==> config.mk <==
export PLATFORM = sky130hd
export DESIGN_NAME = alu_mac_sequencer
export DESIGN_NICKNAME = d
export VERILOG_FILES = /design/src/rtl/alu_mac_sequencer.sv
export SDC_FILE = /design/constraint.sdc
export NUM_CORES = 1
export LEC_CHECK = 0
export CORE_ASPECT_RATIO = 2
export CORE_MARGIN = 5
export CORE_UTILIZATION = 48
export CTS_CLUSTER_SIZE = 28
export DETAILED_ROUTE_END_ITERATION = 16
export GPL_ROUTABILITY_DRIVEN = 0
export PLACE_DENSITY = 0.95
export RECOVER_POWER = 100
export SETUP_SLACK_MARGIN = 0.1
export SYNTH_ARGS = -nofsm -noshare
export SYNTH_HDL_FRONTEND = slang
export SYNTH_SLANG_ARGS = --single-unit
==> constraint.sdc <==
create_clock -name clk -period 3.9 [get_ports clk]
set_input_delay 0.78 -clock clk [delete_from_list [all_inputs] [get_ports clk]]
set_output_delay 0.78 -clock clk [all_outputs]
set_load 0.005 [all_outputs]
==> src/rtl/alu_mac_sequencer.sv <==
// Neuron evaluation sequencer: streams (x, w) pairs through a shared external
// combinational ALU to form sum(x_i * w_i) +/- bias, then hands the result out.
module alu_mac_sequencer #(
    parameter int unsigned N_TERMS = 4,
    parameter int unsigned DW      = 16,
    parameter int unsigned CW      = 8
) (
    input  logic          clk,
    input  logic          rst,
    input  logic          start,
    input  logic [DW-1:0] bias,
    input  logic          bias_sub,
    input  logic          in_valid,
    output logic          in_ready,
    input  logic [DW-1:0] in_x,
    input  logic [DW-1:0] in_w,
    output logic          alu_enable,
    output logic [1:0]    alu_op_sel,
    output logic [DW-1:0] alu_op_a,
    output logic [DW-1:0] alu_op_b,
    input  logic [DW-1:0] alu_result,
    output logic          out_valid,
    input  logic          out_ready,
    output logic [DW-1:0] out_data,
    output logic          busy
);

    localparam logic [1:0]    OP_ADD    = 2'b00;
    localparam logic [1:0]    OP_SUB    = 2'b01;
    localparam logic [1:0]    OP_MUL    = 2'b10;
    localparam logic [CW-1:0] LAST_TERM = CW'(N_TERMS - 1);

    typedef enum logic [2:0] {
        S_IDLE,
        S_MUL,
        S_ACC,
        S_BIAS,
        S_DONE
    } state_t;

    state_t        state;
    logic [DW-1:0] acc;
    logic [DW-1:0] prod;
    logic [CW-1:0] cnt;
    logic [DW-1:0] bias_r;
    logic          bsub_r;

    // Sequencer FSM; handshake/status outputs are registered alongside the state.
    always_ff @(posedge clk) begin
        if (rst) begin
            state     <= S_IDLE;
            acc       <= '0;
            prod      <= '0;
            cnt       <= '0;
            bias_r    <= '0;
            bsub_r    <= 1'b0;
            in_ready  <= 1'b0;
            out_valid <= 1'b0;
            busy      <= 1'b0;
            out_data  <= '0;
        end else begin
            case (state)
                S_IDLE: begin
                    if (start) begin
                        bias_r   <= bias;
                        bsub_r   <= bias_sub;
                        acc      <= '0;
                        cnt      <= '0;
                        state    <= S_MUL;
                        in_ready <= 1'b1;
                        busy     <= 1'b1;
                    end
                end
                S_MUL: begin
                    if (in_valid) begin
                        prod     <= alu_result;
                        state    <= S_ACC;
                        in_ready <= 1'b0;
                    end
                end
                S_ACC: begin
                    acc <= alu_result;
                    if (cnt == LAST_TERM) begin
                        state <= S_BIAS;
                    end else begin
                        cnt      <= cnt + CW'(1);
                        state    <= S_MUL;
                        in_ready <= 1'b1;
                    end
                end
                S_BIAS: begin
                    acc       <= alu_result;
                    out_data  <= alu_result;
                    state     <= S_DONE;
                    out_valid <= 1'b1;
                end
                S_DONE: begin
                    // start is deliberately not looked at here: only IDLE honours it.
                    if (out_ready) begin
                        state     <= S_IDLE;
                        out_valid <= 1'b0;
                        busy      <= 1'b0;
                    end
                end
                default: begin
                    state     <= S_IDLE;
                    in_ready  <= 1'b0;
                    out_valid <= 1'b0;
                    busy      <= 1'b0;
                end
            endcase
        end
    end

    // ALU command decode; everything forced to zero whenever the ALU is not in use.
    always_comb begin
        alu_enable = 1'b0;
        alu_op_sel = OP_ADD;
        alu_op_a   = '0;
        alu_op_b   = '0;
        case (state)
            S_MUL: begin
                if (in_valid) begin
                    alu_enable = 1'b1;
                    alu_op_sel = OP_MUL;
                    alu_op_a   = in_x;
                    alu_op_b   = in_w;
                end
            end
            S_ACC: begin
                alu_enable = 1'b1;
                alu_op_sel = OP_ADD;
                alu_op_a   = acc;
                alu_op_b   = prod;
            end
            S_BIAS: begin
                alu_enable = 1'b1;
                alu_op_sel = bsub_r ? OP_SUB : OP_ADD;
                alu_op_a   = acc;
                alu_op_b   = bias_r;
            end
            default: begin
                alu_enable = 1'b0;
            end
        endcase
    end

endmodule

==> results of run 1 <==
-- layout make-up --
cell class / instances / area [um2] / area share (%)
Timing Repair Buffer: 131 / 1290 / 25.6
Clock inverter: 4 / 77.6 / 1.54
Clock buffer: 12 / 256 / 5.09
Multi-Input combinational cell: 317 / 1710 / 33.8
Inverter: 3 / 11.3 / 0.223
Sequential cell: 79 / 1580 / 31.4
Tap cell: 92 / 115 / 2.28
-- power groups by stage --
stage	registers, mW	logic, mW	clock network [mW]
finish	0.854	0.261	0.924
global route	0.857	0.281	0.970
floorplan	0.863	0.130	0
detailed placement	0.872	0.266	0
global placement	0.870	0.261	0
CTS	0.855	0.270	0.934
-- metal layers --
metal  GRT usage, %  share of wire (%)  wire length, um  vias to the layer above
li1               -                  -                -                     1709
met1           26.4                 40             4310                     1699
met2           39.1                 49             5200                      179
met3           7.58                9.0              967                       20
met4           9.03                2.0              216                        0
met5              0                  0                0                        -
-- state kept, by name (all words and copies together) (netlist names) --
signal     count
prod          16
busy           1
out_valid      1
bsub_r         1
in_ready       1
cnt            8
bias_r        16
acc           16
state          3
out_data      16
-- stage by stage --
| step | setup slack [ns] | hold WS (ns) |
|---|---|---|
| final | 0.303 | 0.453 |
| after global placement | 0.561 | 0.437 |
| after detailed placement | 0.502 | 0.447 |
| after global routing | 0.200 | 0.482 |
| after CTS | 0.493 | 0.454 |
| after floorplan | 1.47 | 0.432 |
-- worst paths after layout --
path                               endpoint  slack [ns]  depth (start not counted)
worst max-delay path            alu_op_b[4]        0.30                          8
worst min-delay path                 bsub_r        0.45                          2
worst max register to register      acc[13]        1.23                          4
worst min register to register       bsub_r        0.45                          2
-- critical path: stages --
cell and delay, ns:
clkdlybuf4s50_1 0.49, nand2b_1 0.09, nand3b_1 0.19, inv_1 0.33
buf_12 0.22, nand2_1 0.06, o21ai_1 0.06, dlygate4sd3_1 0.59
-- cell families after synthesis --
logic type / Yosys count
adders and majority gates: 1
AOI/OAI and AO/OA: 122
xor gates and xnor gates: 1
buffers and inverters: 37
and+or+nand+nor: 177
muxes: 16
DFF: 79
-- cells in the final DEF, fill, tap and decap left out, types with 2 or more instances in the layout --
master / Yosys / final
mux2i_1: 16 / 16
a22o_1: 16 / 16
clkbuf_1: 14 / 3
a31oi_1: 3 / 3
bufinv_16: 0 / 2
buf_4: 3 / 5
nor2_1: 24 / 24
nor2b_1: 2 / 2
dfxtp_1: 79 / 79
nand3b_1: 2 / 3
clkbuf_16: 0 / 9
nor3_1: 5 / 5
a21oi_1: 58 / 58
nand3_1: 3 / 3
clkdlybuf4s50_1: 0 / 93
o21ai_0: 2 / 4
nand4_1: 2 / 2
inv_1: 1 / 2
nor4b_1: 1 / 2
clkinv_4: 0 / 2
nand2b_1: 2 / 2
a22oi_1: 16 / 16
o21ai_1: 18 / 16
dlygate4sd3_1: 0 / 29
nand2_1: 123 / 123
clkbuf_8: 0 / 2
nand4b_1: 2 / 2
a311oi_1: 2 / 2
==> results.py, run 1 <==
metrics = {
    "synthesis": {
        "synth_warnings": 0,
        "synthTopCellsByArea": "dfxtp_1 45%, nand2_1 13%, a21oi_1 8.3%",
        "yosysSeqAreaShare_pct": 45.3,
        "synth_fa_ha_area_share_pct": 0.358,
        "synth-edff-count": 0,
        "synth_top_family_by_area": "simple AND/OR/NAND/NOR gates",
        "synth_xor_area_share_pct": 0.251,
        "synth_nets": 504,
        "synth_area_per_cell_um2": 8.06,
        "synthMuxAreaShare_pct": 4.59,
        "netlist_instances": 433,
        "synth_simple_gate_area_share_pct": 23.2,
        "ys_async_sr_fraction_pct": 0,
        "syn_area_um2": 3490,
        "yosys_most_used_dff": "dfxtp_1",
        "synth_commonest_cells": "123 x nand2_1, 79 x dfxtp_1, 58 x a21oi_1",
        "yosysMostFrequentCell": "nand2_1",
        "synth_top_cell_area_share_pct": 45.3,
        "synth_compound_area_share_pct": 21.5,
        "synth_top_area_cell": "dfxtp_1",
        "postSynthRegisterBits": 79,
        "ys_types": 45,
    },
    "global_route": {
        "grt_max_degree": 43,
        "antenna_found_initial": 0,
        "grt_overflow_total": 0,
        "grt_usage_pct": 22.9,
        "grt_pass1_vias": 3543,
        "grt_pass1_wl_um": 17000,
    },
    "timing": {
        "tns_ns": 0,
        "fmax_ghz": 0.278,
        "max_slew_margin_pct": -32.5,
        "finalSetupViolCount": 0,
        "finalHoldViolCount": 0,
        "slew_viol_final": 17,
        "worst_slew_pin_slew_ns": 1.97,
        "rsz0062_at_grt": "false",
        "final.min_clock_period_ns": 3.60,
        "finalClockSkew_ns": 0.00928,
        "fin_crit_sh_pct": 92.2,
    },
    "die": {
        "die_x_um": 70.3,
        "ios": 124,
        "num_rows": 44,
        "design.die.area_um2": 9180,
        "die_y_um": 131,
        "initial_core_util_pct": 48.8,
        "coreArea_um2": 7160,
    },
    "power": {
        "switchingPower_mw": 0.468,
        "p_comb_share_pct": 12.8,
        "power.share.clock_pct": 45.3,
        "worst_ir_drop_vdd_mv": 0.315,
        "switching_share_pct": 23.0,
        "p_seq_share_pct": 41.9,
        "p_per_area_nw_per_um2": 405,
        "internal-power_mw": 1.57,
        "leakage_nw": 1.85,
        "power_mw": 2.04,
    },
    "clock_tree": {
        "cts_sinks": 79,
        "cts_max_level": 3,
        "post_cts_resized": 0,
        "cts_root_buffer": "clkbuf_16",
        "worstSkewPairLatency_ns": 0.34,
        "hold_buffers": 0,
        "cts_buffers": 9,
        "cts_setup_buffers": 0,
        "cts_tree": "done",
        "clk_pin_slew_worst_paths_ns": 0.05,
        "clockBufferDepth": 2,
    },
    "route": {
        "vias": 3607,
        "wirelength_um": 10700,
        "drc": 0,
        "wl_per_cell_um": 16.8,
        "drtAntennaViolNets": 0,
        "drt-initial-drc-count": 234,
        "viasPerCell": 5.65,
        "detail_route.first_pass.iterations": 4,
    },
    "place": {
        "dp_cells": 622,
        "dpl-instance-area_um2": 4750,
        "io_buffers": 123,
        "place_hpwl_um": 7320,
    },
    "setup_path": {
        "r2r_start": "state[0]",
        "worstSetupPathType": "in2out",
        "startpoint_type": "input port",
        "setup.worst_path.start": "in_valid",
        "cp.required_ns": 3.12,
        "crit_fanout": 25,
        "worstPathArrival_ns": 2.82,
        "end_kind": "primary output",
    },
    "final_layout": {
        "postLayoutCellArea_um2": 5040,
        "diodes": 0,
        "fin_cells": 638,
        "post_route_cells_drive_above_1_share_pct": 5.13,
        "nets": 612,
        "syn2layout_area_growth_pct": 44.3,
        "fillers": 542,
        "fin_util_pct": 70.4,
    },
    "run": {
        "cap_viol_max_count": 1,
    },
    "outcome": {
        "violations": "max-capacitance violations, max-slew violations",
        "status": "finished with violations",
    },
    "min_path": {
        "hold_class": "reg2reg",
        "min_from": "bsub_r",
    },
}
Power figures use the tool's default switching activity.
==> run 2, diff against run 1 <==
--- a/config.mk
+++ b/config.mk
@@ -11,8 +11,7 @@
 export CTS_CLUSTER_SIZE = 28
 export DETAILED_ROUTE_END_ITERATION = 16
 export GPL_ROUTABILITY_DRIVEN = 0
-export PLACE_DENSITY = 0.95
-export RECOVER_POWER = 100
+export PLACE_DENSITY = 0.85
 export SETUP_SLACK_MARGIN = 0.1
 export SYNTH_ARGS = -nofsm -noshare
 export SYNTH_HDL_FRONTEND = slang
==> results.py, run 2 (synthesis gave the netlist of run 1 again) <==
metrics = {
    "outcome": {
        "status": "completed",
    },
    "run": {
        "cap_viol_max_count": 0,
    },
    "final_layout": {
        "fillers": 594,
        "diodes": 0,
        "layout_commonest_cell": "nand2_1",
        "post_route_cells_drive_above_1_share_pct": 6.78,
        "final_cell_mix": "123 x nand2_1, 122 x clkdlybuf4s50_1, 79 x dfxtp_1, 58 x a21oi_1, 24 x nor2_1",
        "syn2layout_area_growth_pct": 44.9,
        "nets": 612,
    },
    "route": {
        "drtAntennaViolNets": 0,
        "drt-initial-drc-count": 144,
        "drc": 0,
        "wl_per_cell_um": 16.3,
        "viasPerCell": 5.43,
        "wirelength_um": 10400,
        "detail_route.first_pass.iterations": 4,
        "vias": 3463,
    },
    "setup_path": {
        "worstPathArrival_ns": 2.66,
        "worstSetupPathType": "in2out",
        "end_kind": "primary output",
        "r2r_start": "state[1]",
        "crit_fanout": 36,
        "cp.required_ns": 3.12,
        "startpoint_type": "input port",
        "setup.worst_path.start": "in_valid",
    },
    "clock_tree": {
        "cts_tree": "done",
        "hold_buffers": 0,
        "cts_buffers": 9,
        "cts_root_buffer": "clkbuf_16",
        "post_cts_resized": 0,
        "cts_sinks": 79,
        "cts_max_level": 3,
        "clk_pin_slew_worst_paths_ns": 0.06,
        "cts_setup_buffers": 0,
        "clockBufferDepth": 2,
        "worstSkewPairLatency_ns": 0.33,
    },
    "die": {
        "design.die.area_um2": 9180,
        "initial_core_util_pct": 48.8,
        "die_y_um": 131,
        "coreArea_um2": 7160,
        "die_x_um": 70.3,
        "ios": 124,
        "num_rows": 44,
    },
    "timing": {
        "finalClockSkew_ns": 0.00288,
        "max_slew_margin_pct": 41.7,
        "finalHoldViolCount": 0,
        "fmax_ghz": 0.291,
        "worst_slew_pin_slew_ns": 0.874,
        "slew_viol_final": 0,
        "finalSetupViolCount": 0,
        "final.min_clock_period_ns": 3.44,
        "tns_ns": 0,
        "rsz0062_at_grt": "false",
        "fin_crit_sh_pct": 88.1,
    },
    "global_route": {
        "grt_pass1_wl_um": 16300,
        "grt_pass1_vias": 3340,
        "antenna_found_initial": 0,
        "grt_max_degree": 46,
        "grt_usage_pct": 22.4,
        "grt_overflow_total": 0,
    },
    "place": {
        "io_buffers": 123,
        "place_hpwl_um": 7220,
    },
    "min_path": {
        "min_from": "bias_r[8]",
        "hold_class": "reg2reg",
    },
    "power": {
        "power_mw": 1.98,
        "worst_ir_drop_vdd_mv": 0.308,
        "p_per_area_nw_per_um2": 390,
        "leakage_nw": 1.77,
    },
}
-- run 2: metal layers --
layer,up-vias,routed length (um),GRT usage (%)
li1,1712,-,-
met1,1581,4280,27.3
met2,154,4880,36.9
met3,16,1040,7.04
met4,0,196,8.47
met5,-,0,0
-- run 2: final cells by class --
class | instances | area [um2] | share of cell area, %
multi-input cells | 317 | 1750 | 34.5
flip-flops and latches | 79 | 1580 | 31.2
repair buffers | 131 | 1300 | 25.7
clock buffers | 11 | 253 | 4.99
well taps | 92 | 115 | 2.27
clock inverters | 5 | 56.3 | 1.11
inverters | 3 | 11.3 | 0.222
-- run 2: worst max-delay path: stages --
cell and delay, ns:
clkdlybuf4s50_1 0.49, nand2b_1 0.09, nand3b_4 0.17, inv_2 0.21, buf_12 0.23, a22o_1 0.16, clkdlybuf4s50_1 0.50
-- run 2: report_power, final --
part           leakage (nW)  internal [mW]  switching [mW]  total [mW]
clock                 0.152          0.529           0.323       0.852
combinational         0.979          0.146           0.126       0.272
sequential            0.641          0.834          0.0172       0.852
-- run 2: through the flow --
step	area (um2)	utilization, %	hold slack, ns	instances	setup WS (ns)
global route	5060	70.7	0.472	638	0.358
floorplan	3490	-	0.432	433	1.47
detailed placement	4750	66.4	0.447	622	0.452
global placement	4750	66.4	0.439	622	0.522
CTS	5060	70.7	0.455	638	0.456
finish	5060	70.7	0.452	638	0.465
-- run 2: worst paths after layout --
kind	endpoint	depth (start not counted)	slack [ns]
hold / removal	bias_r[8]	2	0.45
setup / recovery	alu_op_a[7]	7	0.46
hold reg to reg	bias_r[8]	2	0.45
setup reg to reg	out_data[13]	4	1.74
